File: config.mk
export PLATFORM = sky130hd
export DESIGN_NAME = uart_tx_engine
export DESIGN_NICKNAME = d
export VERILOG_FILES = /design/src/rtl/uart_pkg.sv /design/src/rtl/uart_tx_fifo.sv /design/src/rtl/uart_tx_engine.sv
export SDC_FILE = /design/constraint.sdc
export NUM_CORES = 1
export LEC_CHECK = 0
export CAP_MARGIN = 20
export CORE_MARGIN = 8
export CORE_UTILIZATION = 59
export DETAILED_ROUTE_END_ITERATION = 12
export PLACE_DENSITY = 0.85
export SKIP_CTS_REPAIR_TIMING = 1
export SKIP_LAST_GASP = 1
export SLEW_MARGIN = 30
export SYNTH_ARGS = -nofsm -noshare
export SYNTH_HDL_FRONTEND = slang
export SYNTH_SLANG_ARGS = --single-unit
File: constraint.sdc
create_clock -name clk -period 6.1 [get_ports clk]
set_input_delay 0.915 -clock clk [delete_from_list [all_inputs] [get_ports clk]]
set_output_delay 0.915 -clock clk [all_outputs]
set_load 0.02 [all_outputs]
File: src/rtl/uart_pkg.sv
// Shared UART definitions: transmit FSM states, divider sizing and the register map
// offsets the register block uses for the TX data, status and level fields.
package uart_pkg;

  typedef enum logic [2:0] {
    ST_IDLE   = 3'd0,
    ST_START  = 3'd1,
    ST_DATA   = 3'd2,
    ST_PARITY = 3'd3,
    ST_STOP   = 3'd4
  } tx_state_t;

  localparam int unsigned DIV_MIN_DEFAULT = 4;
  localparam int unsigned DIV_W           = 16;

  localparam logic [7:0] REG_TX_DATA  = 8'h00;
  localparam logic [7:0] REG_STATUS   = 8'h04;
  localparam logic [7:0] REG_TX_LEVEL = 8'h08;

endpackage

File: src/rtl/uart_tx_fifo.sv
// Single-clock FIFO in distributed RAM with registered full/empty/level flags.
// Shared by the transmit path and, later, the receive path.
module uart_tx_fifo #(
  parameter int unsigned DEPTH = 16,
  parameter int unsigned WIDTH = 8
) (
  input  logic                   clk,
  input  logic                   resetn,
  input  logic                   push,
  input  logic [WIDTH-1:0]       push_data,
  input  logic                   pop,
  output logic [WIDTH-1:0]       pop_data_c,
  output logic                   full,
  output logic                   empty,
  output logic [$clog2(DEPTH):0] level,
  output logic [$clog2(DEPTH):0] level_nxt_c
);

  localparam int unsigned AW = $clog2(DEPTH);
  localparam int unsigned LW = AW + 1;

  logic [WIDTH-1:0] mem [DEPTH];
  logic [AW-1:0]    wptr;
  logic [AW-1:0]    rptr;
  logic             push_ok;
  logic             pop_ok;

  // A full FIFO refuses pushes even when a pop lands on the same edge.
  assign push_ok     = push && !full;
  assign pop_ok      = pop && !empty;
  assign level_nxt_c = level + LW'(push_ok) - LW'(pop_ok);
  assign pop_data_c  = mem[rptr];

  always_ff @(posedge clk) begin
    if (push_ok) mem[wptr] <= push_data;
  end

  always_ff @(posedge clk) begin
    if (!resetn) begin
      wptr  <= '0;
      rptr  <= '0;
      level <= '0;
      full  <= 1'b0;
      empty <= 1'b1;
    end else begin
      if (push_ok) wptr <= wptr + AW'(1);
      if (pop_ok)  rptr <= rptr + AW'(1);
      level <= level_nxt_c;
      full  <= (level_nxt_c == LW'(DEPTH));
      empty <= (level_nxt_c == '0);
    end
  end

endmodule

File: src/rtl/uart_tx_engine.sv
// UART transmit engine: buffers written bytes and serialises them as 8N1/8N2 frames.
// Defining UART_TX_PARITY_EN adds an even/odd parity bit between data and stop.
module uart_tx_engine
  import uart_pkg::*;
#(
  parameter int unsigned FIFO_DEPTH = 16,
  parameter int unsigned DIV_MIN    = DIV_MIN_DEFAULT
) (
  input  logic                        clk,
  input  logic                        resetn,
  input  logic [31:0]                 clk_div,
  input  logic                        cfg_stop2,
`ifdef UART_TX_PARITY_EN
  input  logic                        cfg_parity_en,
  input  logic                        cfg_parity_odd,
`endif
  input  logic                        wr_valid,
  input  logic [7:0]                  wr_data,
  output logic                        wr_ready,
  output logic [$clog2(FIFO_DEPTH):0] fifo_level,
  output logic                        busy,
  output logic                        uart_tx
);

  localparam int unsigned LW = $clog2(FIFO_DEPTH) + 1;
  localparam logic [DIV_W-1:0] DIV_MIN_W = DIV_W'(DIV_MIN);

  tx_state_t        state, state_n;
  logic [DIV_W-1:0] period, period_n, cnt, cnt_n, div_clamped;
  logic [2:0]       bit_idx, bit_n;
  logic [7:0]       shreg, shreg_n, fifo_data;
  logic             stop2, stop2_n, tx_n, busy_n;
  logic             pop, load, tick;
  logic             fifo_full, fifo_empty;
  logic [LW-1:0]    level_nxt;
  logic             unused_div_hi;
`ifdef UART_TX_PARITY_EN
  logic             par_en, par_en_n, par_bit, par_bit_n;
`endif

  uart_tx_fifo #(
    .DEPTH (FIFO_DEPTH),
    .WIDTH (8)
  ) u_fifo (
    .clk         (clk),
    .resetn      (resetn),
    .push        (wr_valid),
    .push_data   (wr_data),
    .pop         (pop),
    .pop_data_c  (fifo_data),
    .full        (fifo_full),
    .empty       (fifo_empty),
    .level       (fifo_level),
    .level_nxt_c (level_nxt)
  );

  assign wr_ready      = !fifo_full;
  assign unused_div_hi = ^clk_div[31:DIV_W];
  assign div_clamped   = (clk_div[DIV_W-1:0] < DIV_MIN_W) ? DIV_MIN_W : clk_div[DIV_W-1:0];
  assign tick          = (cnt == period - DIV_W'(1));

  always_ff @(posedge clk) begin
    if (!resetn) begin
      state   <= ST_IDLE;
      period  <= DIV_MIN_W;
      cnt     <= '0;
      bit_idx <= '0;
      shreg   <= '0;
      stop2   <= 1'b0;
      uart_tx <= 1'b1;
      busy    <= 1'b0;
`ifdef UART_TX_PARITY_EN
      par_en  <= 1'b0;
      par_bit <= 1'b0;
`endif
    end else begin
      state   <= state_n;
      period  <= period_n;
      cnt     <= cnt_n;
      bit_idx <= bit_n;
      shreg   <= shreg_n;
      stop2   <= stop2_n;
      uart_tx <= tx_n;
      busy    <= busy_n;
`ifdef UART_TX_PARITY_EN
      par_en  <= par_en_n;
      par_bit <= par_bit_n;
`endif
    end
  end

  always_comb begin
    state_n  = state;
    period_n = period;
    cnt_n    = cnt;
    bit_n    = bit_idx;
    shreg_n  = shreg;
    stop2_n  = stop2;
    tx_n     = uart_tx;
    pop      = 1'b0;
    load     = 1'b0;
`ifdef UART_TX_PARITY_EN
    par_en_n  = par_en;
    par_bit_n = par_bit;
`endif

    case (state)
      ST_IDLE: begin
        tx_n = 1'b1;
        if (!fifo_empty) load = 1'b1;
      end
      ST_START: begin
        cnt_n = cnt + DIV_W'(1);
        if (tick) begin
          cnt_n   = '0;
          bit_n   = '0;
          tx_n    = shreg[0];
          state_n = ST_DATA;
        end
      end
      ST_DATA: begin
        cnt_n = cnt + DIV_W'(1);
        if (tick) begin
          cnt_n   = '0;
          shreg_n = {1'b0, shreg[7:1]};
          if (bit_idx == 3'd7) begin
            bit_n = '0;
`ifdef UART_TX_PARITY_EN
            if (par_en) begin
              tx_n    = par_bit;
              state_n = ST_PARITY;
            end else begin
              tx_n    = 1'b1;
              state_n = ST_STOP;
            end
`else
            tx_n    = 1'b1;
            state_n = ST_STOP;
`endif
          end else begin
            bit_n = bit_idx + 3'd1;
            tx_n  = shreg[1];
          end
        end
      end
`ifdef UART_TX_PARITY_EN
      ST_PARITY: begin
        cnt_n = cnt + DIV_W'(1);
        if (tick) begin
          cnt_n   = '0;
          bit_n   = '0;
          tx_n    = 1'b1;
          state_n = ST_STOP;
        end
      end
`endif
      ST_STOP: begin
        cnt_n = cnt + DIV_W'(1);
        if (tick) begin
          cnt_n = '0;
          // bit_idx counts the stop bits already sent when two are configured.
          if (stop2 && (bit_idx == 3'd0)) begin
            bit_n = 3'd1;
          end else if (!fifo_empty) begin
            load = 1'b1;
          end else begin
            bit_n   = '0;
            tx_n    = 1'b1;
            state_n = ST_IDLE;
          end
        end
      end
      default: begin
        tx_n    = 1'b1;
        state_n = ST_IDLE;
      end
    endcase

    // Frame start: pop the head and latch all per-frame configuration.
    if (load) begin
      pop      = 1'b1;
      shreg_n  = fifo_data;
      period_n = div_clamped;
      stop2_n  = cfg_stop2;
      cnt_n    = '0;
      bit_n    = '0;
      tx_n     = 1'b0;
      state_n  = ST_START;
`ifdef UART_TX_PARITY_EN
      par_en_n  = cfg_parity_en;
      par_bit_n = (^fifo_data) ^ cfg_parity_odd;
`endif
    end

    busy_n = (state_n != ST_IDLE) || (level_nxt != '0);
  end

endmodule

==> impl_metrics.toml, run 1 <==
[synthesis]
synth_area_per_cell_um2 = 13.4
synth-seq-area-share_pct = 61.1
synth_seq_cells = 196
syn_nets = 697
synth_cells = 637
synth_flop_cell = "edfxtp_1"
synth-edff-count = 128
ys_warn_count = 0
synthArstFlopShare_pct = 0
syn-cell-area_mm2 = 0.00852
ys_types = 62

[place]
placed_cells = 832
io_buffers = 35
gp_congestion = 0.856
place_hpwl_mm = 11.6
dpl_cell_area_mm2 = 0.00901
pre_cts_slack_ns = 1.28

[global_route]
grt_first_pass_wirelength_mm = 28.4
grt_pass1_vias = 5418
antenna_found_initial = 0
grt_usage_pct = 20.3
grt_overflow = 0
grt_max_degree = 41

[setup_path]
regToRegSetupSlack_ns = 1.16
crit_path_start = "period[0]$_SDFFE_PN0N_"
worstPathRequired_ns = 6.41
cp-endpoint = "busy$_SDFF_PN0_"
path_class = "flip-flop to flip-flop"
start_kind = "flip-flop"
cp-end-kind = "flip-flop"
r2r-start = "period[0]$_SDFFE_PN0N_"
cp_data_arrival_time_ns = 5.25
rr_endpoint = "busy$_SDFF_PN0_"
reg2reg_depth = 16
cp_max_fo = 40

[power_and_ir_drop]
p_leak_nw = 3.17
combPwrFrac_pct = 22.8
p_clk_share_pct = 32.2
power_density_mw_per_mm2 = 370
finalPower_mw = 3.56
p_switching_mw = 1.06
internal_power_mw = 2.50
p_seq_share_pct = 45.0
ir_drop_v = 0.000332
p_sw_share_pct = 29.9

[outcome]
status = "completed"

[sta]
fin_crit_ns = 4.94
fin_ws_ns = 1.16
slew_headroom_pct = 34.3
setup_tns_ns = 0
holdWs_ns = 0.475
period_share_pct = 80.9
max_slew.worst_pin.slew_ns = 0.984
drv_slew = 0
hold_viol_final = 0
grt_setup_unrepaired = "false"
fin_worst_skew_ns = 0.0168
final-setup-viol-count = 0
fmax_ghz = 0.203

[drt]
top_layer = "met4"
drt_wl_total_mm = 17.8
drc = 0
dr_wl_met2_mm = 9.50
vias = 5314
drt_first_iter_violations = 439
wl_per_cell_um = 20.6
drt-vias-per-instance = 6.14
dr_wl_met3_um = 941
wl_met1_mm = 6.93
antenna_left = 0
drt_pre_antenna_iters = 5

[finish]
final_nets = 727
drive_above_1_share_pct = 14.0
fin_cells = 865
area_growth_pct = 13.1
multi_input_area_mm2 = 0.00308
fin_util_pct = 67.3
fill_cells = 959
final-seq-area_mm2 = 0.00521
final_area_mm2 = 0.00963

[clock_network]
cts_buffer_depth = 2
cts_tree = "yes"
root_buffer = "clkbuf_16"
htreeDepth = 4
path_clk_slew_ns = 0.07
cts_buffers = 17
clock_sinks = 196
clk_latency_ns = 0.44

[floorplanning]
rows = 44
die_h_um = 136
die-area_mm2 = 0.0185
ios = 52
die_w_um = 136
initial_core_util_pct = 59.5
core_mm2 = 0.0143

[worst_hold_path]
hold_path_class = "flip-flop to flip-flop"

[flow_run]
cap_violations = 0
worst min-delay path by stage:
stage                                startpoint                    end  slack [ns]  depth (start not counted)
after floorplan           shreg[0]$_SDFFE_PN0P_  shreg[0]$_SDFFE_PN0P_        0.43                          2
after global routing      shreg[0]$_SDFFE_PN0P_  shreg[0]$_SDFFE_PN0P_        0.49                          2
final                        stop2$_SDFFE_PN0N_     stop2$_SDFFE_PN0N_        0.47                          2
after detailed placement     stop2$_SDFFE_PN0N_     stop2$_SDFFE_PN0N_        0.47                          2
after CTS                    stop2$_SDFFE_PN0N_     stop2$_SDFFE_PN0N_        0.48                          2
after global placement    shreg[5]$_SDFFE_PN0P_  shreg[5]$_SDFFE_PN0P_        0.45                          2
sequential cells by signal (all words and copies together) (netlist names), named ones only:
register and flops:
bit_idx 3, busy 1, cnt 16, period 16, shreg 8, state 3, stop2 1, u_fifo.empty 1
u_fifo.full 1, u_fifo.level 5, u_fifo.mem 128, u_fifo.rptr 4, u_fifo.wptr 4, uart_tx 1
placed cells by master (no fill, tap or decap), types with 6 or more instances in the layout:
cell	netlist	final
nor2_1	53	53
a31oi_1	8	8
buf_4	1	7
dfxtp_1	68	66
edfxtp_1	128	128
o21ai_0	9	9
and2_1	6	6
ha_1	15	15
nand4_1	10	10
nand3b_1	6	6
clkdlybuf4s50_1	0	35
xnor2_1	23	23
a21oi_1	34	34
nand2_1	63	63
inv_1	24	24
nor3_1	9	9
nand2b_1	11	11
or3_1	7	7
xor2_1	21	21
and3_1	6	6
mux4_2	40	40
nand3_1	12	12
clkbuf_16	0	17
cell type report:
cell class                      instances  area share, %
Clock inverter                         15           1.99
Multi-Input combinational cell        386           32.0
Timing Repair Buffer                   42           4.18
Clock buffer                           17           4.42
Antenna cell                            1         0.0260
Sequential cell                       196           54.1
Tap cell                              184           2.39
Inverter                               24          0.935
power by group through the flow:
| stage | logic, mW | registers, mW | clock network [mW] |
|---|---|---|---|
| finish | 0.811 | 1.60 | 1.15 |
| global route | 0.890 | 1.62 | 1.20 |
| CTS | 0.816 | 1.60 | 1.16 |
| global placement | 0.772 | 1.62 | 0 |
| detailed placement | 0.805 | 1.63 | 0 |
| floorplan | 0.611 | 1.61 | 0 |
cells in the mapped netlist, types with 8 or more instances:
master,instances,area [um2]
xor2_1,21,184
mux4_2,40,901
nand3_1,12,60.1
edfxtp_1,128,3840
clkbuf_1,16,60.1
a31oi_1,8,50.1
nand2b_1,11,68.8
nand4_1,10,62.6
nor2_1,53,199
nor3_1,9,45.0
xnor2_1,23,201
o21ai_0,9,45.0
dfxtp_1,68,1360
inv_1,24,90.1
ha_1,15,188
nand2_1,63,236
a21oi_1,34,170
logic make-up (layout without fill, tap and decap cells):
logic type	Yosys count	in the layout	synth area share (%)
compound gates	81	81	6.49
fa+ha+maj	16	16	2.44
xor+xnor	44	44	4.52
simple gates	203	203	11.9
mux	42	42	10.8
other cells	0	1	0
buf+inv	55	98	2.72
flops	196	196	61.1
critical path: stages, from the launching register on:
cell,delay [ns]
dfxtp_1,0.35
inv_1,0.07
ha_1,0.24
nor4b_1,0.64
nand3b_1,0.18
xnor2_1,0.20
a2111oi_4,0.41
a41oi_1,0.19
nand2b_4,0.38
inv_1,0.19
ha_1,0.24
inv_1,0.05
ha_1,0.18
fa_1,0.45
nor4_1,0.42
nand2b_1,0.19
o41a_1,0.42
metal layers:
metal	global-route usage (%)	vias up
met2	36.1	205
li1	-	2427
met1	22.6	2647
met3	4.84	35
met5	0	-
met4	9.40	0
(Power assumes the default switching activity.)
==> inputs of run 2 (changes only) <==
--- a/config.mk
+++ b/config.mk
@@ -7,9 +7,9 @@
 export LEC_CHECK = 0
 export CAP_MARGIN = 20
 export CORE_MARGIN = 8
-export CORE_UTILIZATION = 59
+export CORE_UTILIZATION = 53
 export DETAILED_ROUTE_END_ITERATION = 12
-export PLACE_DENSITY = 0.85
+export PLACE_DENSITY = 0.81
 export SKIP_CTS_REPAIR_TIMING = 1
 export SKIP_LAST_GASP = 1
 export SLEW_MARGIN = 30
==> constraint.sdc (replaced) <==
create_clock -name clk -period 4.4 [get_ports clk]
set_input_delay 0.66 -clock clk [delete_from_list [all_inputs] [get_ports clk]]
set_output_delay 0.66 -clock clk [all_outputs]
set_load 0.02 [all_outputs]
==> run 2 against run 1 <==
Combinational power rose by 52%. Utilization fell by 5.0 points. Final cell count rose by 4.9%. Die area rose by 10%. Critical endpoint unchanged.
==> impl_metrics.toml, run 2 (synthesis gave the netlist of run 1 again) <==
[outcome]
status = "completed"

[floorplanning]
core_mm2 = 0.0158
die_h_um = 143
die-area_mm2 = 0.0204
rows = 46
die_w_um = 143
ios = 52
initial_core_util_pct = 54.0

[finish]
drive_above_1_share_pct = 16.2
area_growth_pct = 15.2
largest_reg_flops = 128
final_area_mm2 = 0.00982
final_nets = 738
layout_commonest_cell = "edfxtp_1"
regMostFlops = "u_fifo.mem"
final_cell_mix = "edfxtp_1, dfxtp_1, nand2_1"
fill_cells = 1134
n_antenna_cell = 0
reg_top3 = "u_fifo.mem x128, cnt x16, period x16"
fin_util_pct = 62.2

[sta]
holdWs_ns = 0.465
slew_headroom_pct = 36.8
final-setup-viol-count = 0
max_slew.worst_pin.slew_ns = 0.945
fin_crit_ns = 4.28
setup_tns_ns = 0
period_share_pct = 97.2
fin_worst_skew_ns = 0.0205
hold_viol_final = 0
fmax_ghz = 0.234
drv_slew = 0

[setup_path]
cp_max_fo = 6
path_class = "flip-flop to flip-flop"
worstPathRequired_ns = 4.72
cpMaxStageDelayCell = "or4b_4"
cp_cell_sequence = "inv_1, ha_4, or4b_4, a211o_1, a21o_1, a2111oi_4, a41oi_2, nand2b_4, inv_1, ha_1, inv_1, ha_1, a21o_1, a21oi_2, xnor2_2, nor4_4, nand2b_4, o41a_1"
regToRegSetupSlack_ns = 0.12
critical-path-max-stage-delay_ns = 0.47
reg2reg_depth = 18
start_kind = "flip-flop"
cp_data_arrival_time_ns = 4.60
crit_path_start = "period[1]$_SDFFE_PN0N_"
r2r-start = "period[1]$_SDFFE_PN0N_"
cp-end-kind = "flip-flop"
rr_endpoint = "busy$_SDFF_PN0_"
crit_top_cell = "inv_1"
cp-endpoint = "busy$_SDFF_PN0_"

[global_route]
grtUsageMet1_pct = 20.7
busiest_layer = "met2"
grt_use_met3_pct = 4.54
grt_overflow = 0
use_met2_pct = 32.4
grt_first_pass_wirelength_mm = 27.9
grt_max_degree = 40
grt_usage_pct = 18.2
grt_pass1_vias = 5319
antenna_found_initial = 0

[power_and_ir_drop]
finalPower_mw = 5.11
power_density_mw_per_mm2 = 520
ir_drop_v = 0.000391
p_leak_nw = 3.24

[drt]
drt_pre_antenna_iters = 8
wl_per_cell_um = 19.6
drt_first_iter_violations = 434
drt_wl_total_mm = 17.8
antenna_left = 0
drc = 0
drt-vias-per-instance = 5.87
vias = 5321

[place]
dpl_cell_area_mm2 = 0.00913
place_hpwl_mm = 11.6
io_buffers = 35
gp_congestion = 0.830

[worst_hold_path]
hold_path_class = "flip-flop to flip-flop"

[clock_network]
htreeDepth = 4
clk_latency_ns = 0.45
clock_sinks = 196
cts_buffer_depth = 2
root_buffer = "clkbuf_16"
path_clk_slew_ns = 0.08
cts_tree = "yes"
cts_buffers = 17

[flow_run]
cap_violations = 0
## run 2: cell count changes in the layout (fill, tap and decap cells not counted), sizes merged
cell / delta
diode: -1
buf: +11
clkinv: -2
inv: +3
bufinv: -1
## run 2: power breakdown
part | total, mW | leakage (nW) | switching, mW | internal [mW]
combinational | 1.23 | 1.22 | 0.613 | 0.615
sequential | 2.26 | 1.71 | 0.164 | 2.09
clock | 1.62 | 0.304 | 0.825 | 0.798
total | 5.11 | 3.24 | 1.60 | 3.51
## run 2: worst min path at each step
stage | startpoint | to | slack, ns | cells past startpoint
final | stop2$_SDFFE_PN0N_ | stop2$_SDFFE_PN0N_ | 0.47 | 2
after global routing | shreg[3]$_SDFFE_PN0P_ | shreg[3]$_SDFFE_PN0P_ | 0.49 | 2
after CTS | shreg[3]$_SDFFE_PN0P_ | shreg[3]$_SDFFE_PN0P_ | 0.46 | 2
after detailed placement | stop2$_SDFFE_PN0N_ | stop2$_SDFFE_PN0N_ | 0.45 | 2
after global placement | shreg[5]$_SDFFE_PN0P_ | shreg[5]$_SDFFE_PN0P_ | 0.45 | 2
after floorplan | shreg[0]$_SDFFE_PN0P_ | shreg[0]$_SDFFE_PN0P_ | 0.43 | 2
## run 2: final cells by class
class                      count  area [um2]  area share (%)
sequential                   196        5210            53.1
multi-input combinational    386        3140            31.9
timing repair buffer          53         485            4.95
clock buffer                  17         425            4.33
tap                          216         270            2.75
clock inverter                15         201            2.05
inverter                      24        90.1           0.918
## run 2: layer usage
layer | share of wire [%] | vias up
met5 | 0 | -
met4 | 2.0 | 0
met3 | 6.1 | 34
met2 | 53 | 231
met1 | 39 | 2611
li1 | - | 2445
## run 2: critical path, delay by kind of cell (launching register included)
family	cells	cell delay, ns
AOI/OAI and AO/OA	7	1.73
xor gates and xnor gates	1	0.12
adders and majority gates	3	0.59
buffers and inverters	3	0.27
DFF	1	0.34
and+or+nand+nor	4	1.12
## run 2: per-stage QoR
step,cells,setup WS (ns)
finish,907,0.123
global route,907,-0.0516
CTS,906,-0.150
detailed placement,874,-0.0111
global placement,874,0.0735
floorplan,637,0.162
